## src/rtl/song_player.sv

```systemverilog
// Melody sequencer: KEY[1] toggles play/stop and out_note gives the current tone half-period in clock cycles.
// Build option: define SONG_LOOP_EN to wrap to the first entry after the last one instead of stopping.
module song_player #(
    parameter int BEAT_TICKS = 12500000,
    parameter int SONG_LEN   = 16
) (
    input  logic        CLOCK_50,
    input  logic [3:0]  KEY,
    input  logic [9:0]  SW,
    output logic [18:0] out_note
);

    typedef enum logic [0:0] {
        ST_IDLE = 1'b0,
        ST_PLAY = 1'b1
    } state_t;

    localparam logic [31:0] BEAT_W   = 32'(BEAT_TICKS);
    localparam logic [3:0]  LAST_IDX = 4'(SONG_LEN - 1);

    logic        rst_n;
    logic        unused_s;

    logic        key_meta_q;
    logic        key_sync_q;
    logic        key_prev_q;
    logic        press_s;

    state_t      state_q;
    state_t      state_d;
    logic [3:0]  idx_q;
    logic [3:0]  idx_d;
    logic [31:0] dur_q;
    logic [31:0] dur_d;
    logic [18:0] out_note_q;
    logic [18:0] out_note_d;

    logic [5:0]  cur_entry_s;
    logic [3:0]  next_idx_s;

    assign rst_n    = KEY[0];
    assign unused_s = ^{KEY[3:2], SW[9:2]};

    // Song table: {note code, length in beats}.
    function automatic logic [5:0] rom_entry(input logic [3:0] idx);
        logic [5:0] e;
        case (idx)
            4'd0:    e = {4'd1, 2'd1};
            4'd1:    e = {4'd1, 2'd1};
            4'd2:    e = {4'd5, 2'd1};
            4'd3:    e = {4'd5, 2'd1};
            4'd4:    e = {4'd6, 2'd1};
            4'd5:    e = {4'd6, 2'd1};
            4'd6:    e = {4'd5, 2'd2};
            4'd7:    e = {4'd0, 2'd1};
            4'd8:    e = {4'd4, 2'd1};
            4'd9:    e = {4'd4, 2'd1};
            4'd10:   e = {4'd3, 2'd1};
            4'd11:   e = {4'd3, 2'd1};
            4'd12:   e = {4'd2, 2'd1};
            4'd13:   e = {4'd2, 2'd1};
            4'd14:   e = {4'd1, 2'd2};
            4'd15:   e = {4'd0, 2'd1};
            default: e = {4'd0, 2'd1};
        endcase
        return e;
    endfunction

    function automatic logic [18:0] note_half_period(input logic [3:0] code);
        logic [18:0] hp;
        case (code)
            4'd1:    hp = 19'd95420;
            4'd2:    hp = 19'd85034;
            4'd3:    hp = 19'd75758;
            4'd4:    hp = 19'd71633;
            4'd5:    hp = 19'd63776;
            4'd6:    hp = 19'd56818;
            4'd7:    hp = 19'd50607;
            4'd8:    hp = 19'd47710;
            default: hp = 19'd0;
        endcase
        return hp;
    endfunction

    // Counter load value for one entry: beats x tempo-scaled beat, minus one because the count ends at zero.
    function automatic logic [31:0] entry_load(input logic [3:0] idx, input logic [1:0] tempo);
        logic [5:0]  e;
        logic [31:0] beat;
        logic [31:0] total;
        e    = rom_entry(idx);
        beat = BEAT_W >> tempo;
        if (beat == 32'd0) begin
            beat = 32'd1;
        end else begin
            beat = beat;
        end
        case (e[1:0])
            2'd2:    total = beat << 1;
            2'd3:    total = (beat << 1) + beat;
            default: total = beat;
        endcase
        return total - 32'd1;
    endfunction

    assign press_s     = key_prev_q & ~key_sync_q;
    assign cur_entry_s = rom_entry(idx_q);
    assign next_idx_s  = idx_q + 4'd1;

    // KEY[1] synchronizer and falling-edge history; released level is 1.
    always_ff @(posedge CLOCK_50 or negedge rst_n) begin
        if (!rst_n) begin
            key_meta_q <= 1'b1;
            key_sync_q <= 1'b1;
            key_prev_q <= 1'b1;
        end else begin
            key_meta_q <= KEY[1];
            key_sync_q <= key_meta_q;
            key_prev_q <= key_sync_q;
        end
    end

    // Sequencer next-state: a press always wins over an end-of-entry event.
    always_comb begin
        state_d = state_q;
        idx_d   = idx_q;
        dur_d   = dur_q;
        case (state_q)
            ST_IDLE: begin
                if (press_s) begin
                    state_d = ST_PLAY;
                    idx_d   = 4'd0;
                    dur_d   = entry_load(4'd0, SW[1:0]);
                end else begin
                    idx_d   = 4'd0;
                    dur_d   = 32'd0;
                end
            end
            ST_PLAY: begin
                if (press_s) begin
                    state_d = ST_IDLE;
                    idx_d   = 4'd0;
                    dur_d   = 32'd0;
                end else if (dur_q == 32'd0) begin
                    if (idx_q == LAST_IDX) begin
`ifdef SONG_LOOP_EN
                        idx_d   = 4'd0;
                        dur_d   = entry_load(4'd0, SW[1:0]);
`else
                        state_d = ST_IDLE;
                        idx_d   = 4'd0;
                        dur_d   = 32'd0;
`endif
                    end else begin
                        idx_d = next_idx_s;
                        dur_d = entry_load(next_idx_s, SW[1:0]);
                    end
                end else begin
                    dur_d = dur_q - 32'd1;
                end
            end
            default: begin
                state_d = ST_IDLE;
                idx_d   = 4'd0;
                dur_d   = 32'd0;
            end
        endcase
    end

    // Output follows the index one cycle later and is forced silent outside PLAY.
    always_comb begin
        out_note_d = 19'd0;
        if (state_q == ST_PLAY) begin
            out_note_d = note_half_period(cur_entry_s[5:2]);
        end else begin
            out_note_d = 19'd0;
        end
    end

    // Sequencer and output registers.
    always_ff @(posedge CLOCK_50 or negedge rst_n) begin
        if (!rst_n) begin
            state_q    <= ST_IDLE;
            idx_q      <= 4'd0;
            dur_q      <= 32'd0;
            out_note_q <= 19'd0;
        end else begin
            state_q    <= state_d;
            idx_q      <= idx_d;
            dur_q      <= dur_d;
            out_note_q <= out_note_d;
        end
    end

    assign out_note = out_note_q;

endmodule

```

## config.mk

```make
export PLATFORM = sky130hd
export DESIGN_NAME = song_player
export DESIGN_NICKNAME = d
export VERILOG_FILES = /design/src/rtl/song_player.sv
export SDC_FILE = /design/constraint.sdc
export NUM_CORES = 1
export LEC_CHECK = 0
export ABC_CLOCK_PERIOD_IN_PS = 4300
export CAP_MARGIN = 20
export CORE_ASPECT_RATIO = 0.7
export CORE_MARGIN = 4
export CORE_UTILIZATION = 37
export CTS_BUF_LIST = sky130_fd_sc_hd__clkbuf_16
export CTS_CLUSTER_SIZE = 16
export DETAILED_ROUTE_END_ITERATION = 16
export GPL_TIMING_DRIVEN = 0
export PLACE_DENSITY = 0.68
export SLEW_MARGIN = 20
export SYNTH_ARGS = -nofsm -noshare
export SYNTH_HDL_FRONTEND = slang
export SYNTH_SLANG_ARGS = --single-unit
```

## constraint.sdc

```tcl
create_clock -name CLOCK_50 -period 4.3 [get_ports CLOCK_50]
set_clock_uncertainty 0.15 [all_clocks]
set_input_delay 0.645 -clock CLOCK_50 [delete_from_list [all_inputs] [get_ports CLOCK_50]]
set_output_delay 0.645 -clock CLOCK_50 [all_outputs]
set_load 0.03 [all_outputs]
```

==> out/results.ini, run 1 <==
[run_status]
status = finished clean

[clock_tree]
clock_path_buffers = 2
cts-htree-levels = 3
cts_tree = done
cts.sinks = 57
clock_latency_ns = 0.33
cts_setup_buffers = 0
root_buffer = clkbuf_16
cts_hold_buf = 0
cts_buffers = 9
ctsResizeCount = 0
cts.clk_slew.worst_paths_ns = 0.05

[synth]
syn_area_per_cell_um2 = 9.16
yosysMostFrequentCell = dfrtp_1
synth-edff-count = 0
synth.area.top_cells = dfrtp_1 (37%), ha_1 (10%), xnor2_1 (5.8%)
synth_area_mm2 = 0.00363
synthDistinctLibCells = 58
ys_top_cells_by_count = dfrtp_1 (54), nand2_1 (33), nor2_1 (31), ha_1 (29), xnor2_1 (24)
ys_ff_latch = 57
synthArstFlopShare_pct = 100
synthFlopType = dfrtp_1
yosys_warnings = 0
yosys.area.top_type = dfrtp_1
seq_area_frac_synth_pct = 39.4
syn_inst = 396
synth_top_area_share_pct = 37.3

[timing]
hold_viol = 0
rsz0062_at_grt = false
slew_viol_final = 0
tns_ns = 0
finalSetupViolCount = 0
relSlewSlack_pct = 45.0
tightestPinTransition_ns = 0.817
max_freq_ghz = 0.285
finalCritPeriodShare_pct = 81.7
postLayoutSetupSlackWorst_ns = 0.788
min_period_ns = 3.51
whs_ns = 0.205

[setup_path]
critPathMaxFanout = 6
critPathKind = in -> reg
worstSetupStartpointType = input port
crit_path_end_kind = flop
rrSetupSlack_ns = 0.92
arrival_ns = 3.53
crit_required_ns = 4.32

[routing]
vias = 3149
drt_wl_total_mm = 9.64
drc_errors = 0
firstDrtPassIters = 5
wl_per_cell_um = 17.3
drt_iter0_drc = 327
antenna_left = 0
via_per_inst = 5.64

[placement]
post-dp-hpwl_mm = 7.07
pre_cts_ws_ns = 0.506
gp_congestion = 0.926
portBuffers = 21

[cells_and_area]
fin_util_pct = 45.8
nFillCells = 938
antenna_cells = 0
multi_input_area_mm2 = 0.00204
drive_gt1_share_pct = 7.37
layout.nets = 473
seqCellArea_mm2 = 0.00143
area_delta_synth_final_pct = 17.4

[floorplanning]
num_rows = 29
ios = 34
core-area_mm2 = 0.00929
die_w_um = 126
start_util_pct = 39.0
dieArea_mm2 = 0.0115
fp.dieH_um = 90.8

[pwr]
p_total_w = 0.00228
switching_share_pct = 38.8
power.share.clock_pct = 27.5
vdd_drop_max_v = 0.000222
p_int_w = 0.00140
p_seq_share_pct = 34.3
power_frac_comb_pct = 38.2
power_density_mw_per_mm2 = 536
cellLeakagePower_nw = 1.85
p_switching_w = 0.000885

[global_route]
grtUsageTotal_pct = 17.5
top_usage_layer = met1
grt_max_degree = 58
use_met2_pct = 22.0
grt_util_met1_pct = 26.8
antenna_found_initial = 0
grt_pass1_wl_mm = 15.9
met3_usage_pct = 6.97
grt-ovfl-total = 0
grt_pass1_vias = 2957

[run]
maxCapViolCount = 0

[hold_path]
worst_hold_path_type = reg -> reg

-- area by class of cell --
class / instances / area share (%)
multi-input cells: 303 / 48.0
clock inverters: 7 / 0.911
clock buffers: 9 / 5.29
plain buffers: 19 / 2.09
inverters: 18 / 1.59
repair buffers: 21 / 4.88
well taps: 124 / 3.64
flip-flops and latches: 57 / 33.6
-- placed cells by master (no fill, tap or decap), drive strengths merged, types with 5 or more instances in the layout --
master and instances:
dfrtp 54, nand2 34, nor2 32, ha 29, xnor2 24, o21ai 24
clkbuf 21, clkdlybuf4s50 20, inv 19, a21oi 19, nor3 19, xor2 13
nor4 12, or4 8, buf 8, or3 7, o211ai 7, and2 6
nand3 6, o22ai 5, a211oi 5, a21boi 5, clkinv 5
-- metrics by stage --
stage	area [µm²]	cells
floorplan	3630	397
global placement	4000	542
detailed placement	3990	542
CTS	4260	558
global route	4260	558
finish	4260	558
-- routing by layer --
layer / up-vias / wire [µm]
li1: 1477 / -
met1: 1504 / 4790
met2: 156 / 3780
met3: 12 / 966
met4: 0 / 99
met5: - / 0
-- critical path: stages --
cell	delay [ns]
clkdlybuf4s50_1	0.59
inv_1	0.17
ha_1	0.32
inv_1	0.20
nor2_1	0.10
a21oi_1	0.17
ha_1	0.26
nand2b_1	0.08
or3_1	0.37
nor3_1	0.20
xnor2_1	0.09
o21ai_0	0.22
o211ai_1	0.12
-- registers in the layout, summed over array words and instances, names as in the netlist --
signal / cells
out_note: 17
dur_q: 32
key_prev_q: 1
idx_q: 4
key_sync_q: 1
state_q: 1
key_meta_q: 1
-- power groups by stage --
stage	registers [W]	logic, W	clock network [W]
global placement	0.000780	0.000843	0
floorplan	0.000820	0.000571	0
CTS	0.000780	0.000861	0.000637
global route	0.000805	0.000965	0.000665
finish	0.000782	0.000871	0.000628
detailed placement	0.000788	0.000854	0
-- path summary, 6_finish.rpt --
check	startpoint	cells after the start	to
min in group asynchronous	KEY[0]	1	dur_q[16]
min	key_meta_q	0	key_sync_q
max	SW[0]	13	dur_q[10]
max in group asynchronous	KEY[0]	1	dur_q[2]
min reg2reg	key_meta_q	0	key_sync_q
max reg2reg	idx_q[0]	13	dur_q[10]
-- kinds of logic after synthesis --
kind of cell / share of synthesized area, %
buf+inv: 4.31
fa+ha+maj: 10.0
simple gates: 20.7
other cells: 0.103
mux: 0.552
xor+xnor: 8.94
flops: 39.4
compound gates: 15.9
Power figures use the tool's default switching activity.
==> inputs of run 2 (changes only) <==
Settings changed: ABC_CLOCK_PERIOD_IN_PS 4300 to 3600.
Clock period 4.3 ns to 3.6 ns, I/O delays scaled along.
==> out/results.ini, run 2 (same netlist as run 1, synthesis figures left out) <==
[run_status]
status = finished clean

[setup_path]
critPathMaxFanout = 10  ; +4
arrival_ns = 3.27  ; -0.26 ns
path_common_cell = nand2_1
crit_required_ns = 3.62  ; -0.70 ns
cp_num_buf_inv = 1  ; -2
cpMaxStageDelayCell = dfrtp_1
worstSetupStartpointType = flop
cp_cell_sequence = ha_1, xor2_1, nand2_1, clkbuf_1, nand2_1, ha_2, nand2b_1, or3_1, nor3_1, xnor2_1, o21ai_0, o211ai_1
crit_path_end_kind = flop
critPathKind = reg -> reg
cp_top_family = simple AND/OR/NAND/NOR gates
cpPeakStageDelay_ns = 0.43  ; -0.16 ns

[global_route]
grt_pass1_wl_mm = 15.9  ; unchanged
grtUsageTotal_pct = 17.5  ; unchanged
antenna_found_initial = 0  ; unchanged
grt_pass1_vias = 2957  ; unchanged
grt-ovfl-total = 0  ; unchanged
grt_max_degree = 58  ; unchanged

[routing]
firstDrtPassIters = 5  ; unchanged
vias = 3154  ; +0.16%
wl_per_cell_um = 17.3  ; +0.45%
via_per_inst = 5.66  ; +0.34%
drc_errors = 0  ; unchanged
drt_wl_total_mm = 9.66  ; +0.27%
antenna_left = 0  ; unchanged
drt_iter0_drc = 344  ; +5.2%

[floorplanning]
core-area_mm2 = 0.00929  ; unchanged
die_w_um = 126  ; unchanged
num_rows = 29  ; unchanged
fp.dieH_um = 90.8  ; unchanged
ios = 34  ; unchanged
dieArea_mm2 = 0.0115  ; unchanged
start_util_pct = 39.0  ; unchanged

[cells_and_area]
drive_gt1_share_pct = 7.62  ; +0.25 points
largest-register = dur_q
seqCellArea_mm2 = 0.00143  ; unchanged
area_delta_synth_final_pct = 17.4  ; about the same
antenna_cells = 0  ; unchanged
nFillCells = 938  ; unchanged
final_common_cell = dfrtp_1
layout.nets = 472  ; -0.21%
multi_input_area_mm2 = 0.00205  ; +0.12%
final_cell_count_no_fill = 557  ; -0.18%
largest_reg_flops = 32  ; unchanged
mostFrequentLayoutCells = dfrtp_1 (54), nand2_1 (33), nor2_1 (31)

[timing]
relSlewSlack_pct = 45.0  ; +0.049 points
slew_viol_final = 0  ; unchanged
tightestPinTransition_ns = 0.823  ; +0.00503 ns
max_freq_ghz = 0.308
hold_viol = 0  ; unchanged
min_period_ns = 3.25
postLayoutSetupSlackWorst_ns = 0.353  ; -0.435 ns
finalCritPeriodShare_pct = 90.2
rsz0062_at_grt = false
finalSetupViolCount = 0  ; unchanged
whs_ns = 0.126  ; -0.0797 ns

[clock_tree]
cts.sinks = 57  ; unchanged
cts.clk_slew.worst_paths_ns = 0.05  ; about the same
root_buffer = clkbuf_16
clock_path_buffers = 2  ; unchanged
clock_latency_ns = 0.33  ; about the same
cts_buffers = 9  ; unchanged
cts_hold_buf = 0  ; unchanged
cts-htree-levels = 3  ; unchanged
cts_tree = done

[placement]
placed_cells = 542  ; unchanged
gp_congestion = 0.926  ; unchanged
portBuffers = 21  ; unchanged
pre_cts_ws_ns = -0.0891  ; -0.595 ns
post-dp-hpwl_mm = 7.07  ; unchanged

[pwr]
power_density_mw_per_mm2 = 641  ; +20%
vdd_drop_max_v = 0.000265  ; +19%
cellLeakagePower_nw = 1.86  ; +0.37%

[hold_path]
worst_hold_path_type = in -> async

[run]
maxCapViolCount = 0  ; unchanged

==> run 2: cell types whose count changed in the layout (fill, tap and decap cells not counted), sizes merged <==
cell / delta
clkdlybuf4s50: -1
dlymetal6s2s: +1
clkbuf: -1
==> run 2: worst reg2reg max path, delay by kind of cell (launching register included) <==
family | cells | cell delay [ns]
simple gates | 5 | 1.03
fa+ha+maj | 2 | 0.50
flops | 1 | 0.43
xor+xnor | 2 | 0.35
compound gates | 2 | 0.33
buf+inv | 1 | 0.30
==> run 2: where the power goes <==
part | total, W | internal (W) | switching (W)
Sequential | 0.000935 | 0.000794 | 0.000141
Combinational | 0.00104 | 0.000417 | 0.000626
Clock | 0.000750 | 0.000456 | 0.000294
==> run 2: layout make-up <==
type	instances	area share [%]
Timing Repair Buffer	21	4.94
Sequential cell	57	33.6
Tap cell	124	3.64
Multi-Input combinational cell	303	48.0
Clock inverter	7	0.911
Clock buffer	9	5.29
Buffer	18	2.00
Inverter	18	1.59
==> run 2: worst paths after layout <==
path	startpoint	endpoint	slack, ns	cells past startpoint
worst min register to register	key_meta_q	key_sync_q	0.21	0
worst max-delay path	idx_q[1]	dur_q[10]	0.35	12
min in group CLOCK_50	key_meta_q	key_sync_q	0.21	0
worst min-delay path	KEY[0]	idx_q[1]	0.13	1
max in group asynchronous	KEY[0]	dur_q[2]	2.69	1
worst max register to register	idx_q[1]	dur_q[10]	0.35	12
==> run 2: routing by layer <==
metal,vias to the layer above,GRT usage [%],wire [µm]
li1,1477,-,-
met1,1509,26.8,4830
met2,152,22.0,3730
met3,16,6.97,966
met4,0,5.27,136
met5,-,0,0
==> run 2: timing repair <==
| action | CTS | global route |
|---|---|---|
| buffers inserted | 0 | 0 |
| gates resized for setup | 0 | 2 |
| setup endpoints to repair | 0 | 1 |
==> run 2: stage by stage <==
stage          TNS [ns]  area [µm²]  total power (W)  utilization (%)
2_1_floorplan         0        3630          0.00166                -
3_3_place_gp    -0.0181        4000          0.00194             43.0
3_5_place_dp    -0.0891        3990          0.00196             43.0
4_1_cts               0        4260          0.00272             45.8
5_1_grt               0        4260          0.00291             45.8
6_report              0        4260          0.00273             45.8
==> inputs of run 3 (changes only) <==
Settings changed: SETUP_SLACK_MARGIN from default to 0.2, SKIP_LAST_GASP from default to 1.
==> out/results.ini, run 3 (same netlist as run 1, synthesis figures left out) <==
[hold_path]
worst_hold_path_type = in -> async

[timing]
slew_viol_final = 0  ; unchanged
max_freq_ghz = 0.316  ; +2.5%
hold_viol = 0  ; unchanged
relSlewSlack_pct = 44.7  ; -0.39 points
finalSetupViolCount = 0  ; unchanged
finalCritPeriodShare_pct = 88.0  ; -2.2 points
tightestPinTransition_ns = 0.828  ; +0.00588 ns
min_period_ns = 3.17  ; -0.0794 ns
postLayoutSetupSlackWorst_ns = 0.433  ; +0.0794 ns
whs_ns = 0.120  ; -0.00616 ns
rsz0062_at_grt = false

[cells_and_area]
area_delta_synth_final_pct = 18.0
antenna_cells = 0  ; unchanged
largest-register = dur_q
nFillCells = 934  ; -0.43%
seqCellArea_mm2 = 0.00143  ; unchanged
largest_reg_flops = 32  ; unchanged
layout.nets = 473  ; +0.21%
multi_input_area_mm2 = 0.00206  ; +0.73%
final_common_cell = dfrtp_1
drive_gt1_share_pct = 8.76  ; +1.1 points
mostFrequentLayoutCells = dfrtp_1 (54), nand2_1 (33), nor2_1 (31)

[pwr]
vdd_drop_max_v = 0.000264  ; -0.15%
switching_share_pct = 38.8  ; -0.095 points
cellLeakagePower_nw = 1.86  ; +0.27%
power.share.clock_pct = 27.4  ; about the same
power_frac_comb_pct = 38.3  ; about the same
p_int_w = 0.00167  ; about the same
power_density_mw_per_mm2 = 637  ; -0.65%
p_switching_w = 0.00106  ; -0.40%
p_total_w = 0.00272  ; -0.16%
p_seq_share_pct = 34.3  ; about the same

[routing]
drt_iter0_drc = 403  ; +17%
antenna_left = 0  ; unchanged
firstDrtPassIters = 5  ; unchanged
drc_errors = 0  ; unchanged
via_per_inst = 5.58  ; -1.4%
vias = 3116  ; -1.2%
wl_per_cell_um = 17.2  ; -0.63%
drt_wl_total_mm = 9.62  ; -0.46%

[global_route]
grt_pass1_vias = 2957  ; unchanged
grt_max_degree = 58  ; unchanged
grt-ovfl-total = 0  ; unchanged
antenna_found_initial = 0  ; unchanged
grtUsageTotal_pct = 17.5  ; unchanged
grt_pass1_wl_mm = 15.9  ; unchanged

[setup_path]
rr_worst_depth = 7  ; -5
crit_path_end_kind = flop
critical_path.startpoint = SW[1]
critPathKind = in -> reg
rrSetupSlack_ns = 0.50  ; +0.15 ns
critPathMaxFanout = 10  ; unchanged
worstSetupStartpointType = input port
r2r_start = dur_q[14]
cpMaxStageDelayCell = clkdlybuf4s50_1
r2r_end = dur_q[18]
cpPeakStageDelay_ns = 0.56  ; +0.13 ns
arrival_ns = 3.19  ; -0.08 ns
cp_cell_sequence = clkdlybuf4s50_1, ha_1, clkbuf_1, a21oi_1, ha_2, nand2b_1, or3_1, nor3_2, xnor2_1, o21ai_0, o211ai_1
crit_required_ns = 3.62  ; about the same

[floorplanning]
start_util_pct = 39.0  ; unchanged
die_w_um = 126  ; unchanged
num_rows = 29  ; unchanged
dieArea_mm2 = 0.0115  ; unchanged
core-area_mm2 = 0.00929  ; unchanged
ios = 34  ; unchanged
fp.dieH_um = 90.8  ; unchanged

[placement]
pre_cts_ws_ns = -0.0891  ; unchanged
gp_congestion = 0.926  ; unchanged
post-dp-hpwl_mm = 7.07  ; unchanged
portBuffers = 21  ; unchanged

[clock_tree]
root_buffer = clkbuf_16
cts_tree = done
cts-htree-levels = 3  ; unchanged
clock_latency_ns = 0.33  ; about the same
cts.sinks = 57  ; unchanged
cts_hold_buf = 0  ; unchanged
cts_buffers = 9  ; unchanged
cts.clk_slew.worst_paths_ns = 0.05  ; about the same
clock_path_buffers = 2  ; unchanged

[run_status]
status = finished clean

[run]
maxCapViolCount = 0  ; unchanged

run 3: cell count changes in the layout (fill, tap and decap cells not counted):
cell | before | now
xor2_1 | 13 | 12
clkbuf_1 | 11 | 10
xor2_2 | 0 | 1
nor3_2 | 1 | 2
ha_1 | 28 | 27
nor3_1 | 17 | 16
clkbuf_2 | 0 | 2
ha_2 | 1 | 2
run 3: worst max path at each step:
stage                      to  cells after the start
floorplan           dur_q[10]                     13
global placement    dur_q[10]                     13
detailed placement  dur_q[10]                     13
CTS                 dur_q[10]                     13
global route        dur_q[10]                     13
finish              dur_q[10]                     11
run 3: metal layers:
metal	global-route usage, %	routed length (µm)	share of wire, %	up-vias
met5	0	0	0	-
met4	5.27	148	1.5	0
met3	6.97	955	9.9	15
met2	22.0	3670	38	132
met1	26.8	4840	50	1491
li1	-	-	-	1478
run 3: stage by stage:
stage | area (µm²) | TNS (ns) | util [%] | std cells
floorplan | 3630 | 0 | - | 397
global placement | 4000 | -0.0181 | 43.0 | 542
detailed placement | 3990 | -0.0891 | 43.0 | 542
CTS | 4260 | 0 | 45.8 | 558
global route | 4280 | 0 | 46.1 | 558
finish | 4280 | 0 | 46.1 | 558
run 3: final cells by class:
class / count / area share, %
Sequential cell: 57 / 33.4
Timing Repair Buffer: 21 / 4.91
Tap cell: 124 / 3.63
Clock inverter: 7 / 0.906
Clock buffer: 9 / 5.26
Multi-Input combinational cell: 303 / 48.2
Buffer: 19 / 2.13
Inverter: 18 / 1.58
run 3: critical path: cells and delay by family:
family	cells	cell delay (ns)
xor gates and xnor gates	1	0.08
adders and majority gates	2	0.56
buffers and inverters	2	0.82
and+or+nand+nor	3	0.59
AOI/OAI and AO/OA	3	0.58
run 3: power groups by stage:
| stage | combinational, W | clock (W) | sequential [W] |
|---|---|---|---|
| 2_1_floorplan | 0.000682 | 0 | 0.000979 |
| 3_5_place_dp | 0.00102 | 0 | 0.000941 |
| 5_1_grt | 0.00115 | 0.000795 | 0.000962 |
| 4_1_cts | 0.00103 | 0.000761 | 0.000932 |
| 6_report | 0.00104 | 0.000747 | 0.000935 |
| 3_3_place_gp | 0.00101 | 0 | 0.000932 |
run 3: what timing repair did:
action	in CTS	in global routing
setup endpoints to repair	0	3
endpoints found under the hold margin	0	0
buffers inserted	0	0
gates resized for setup	0	9
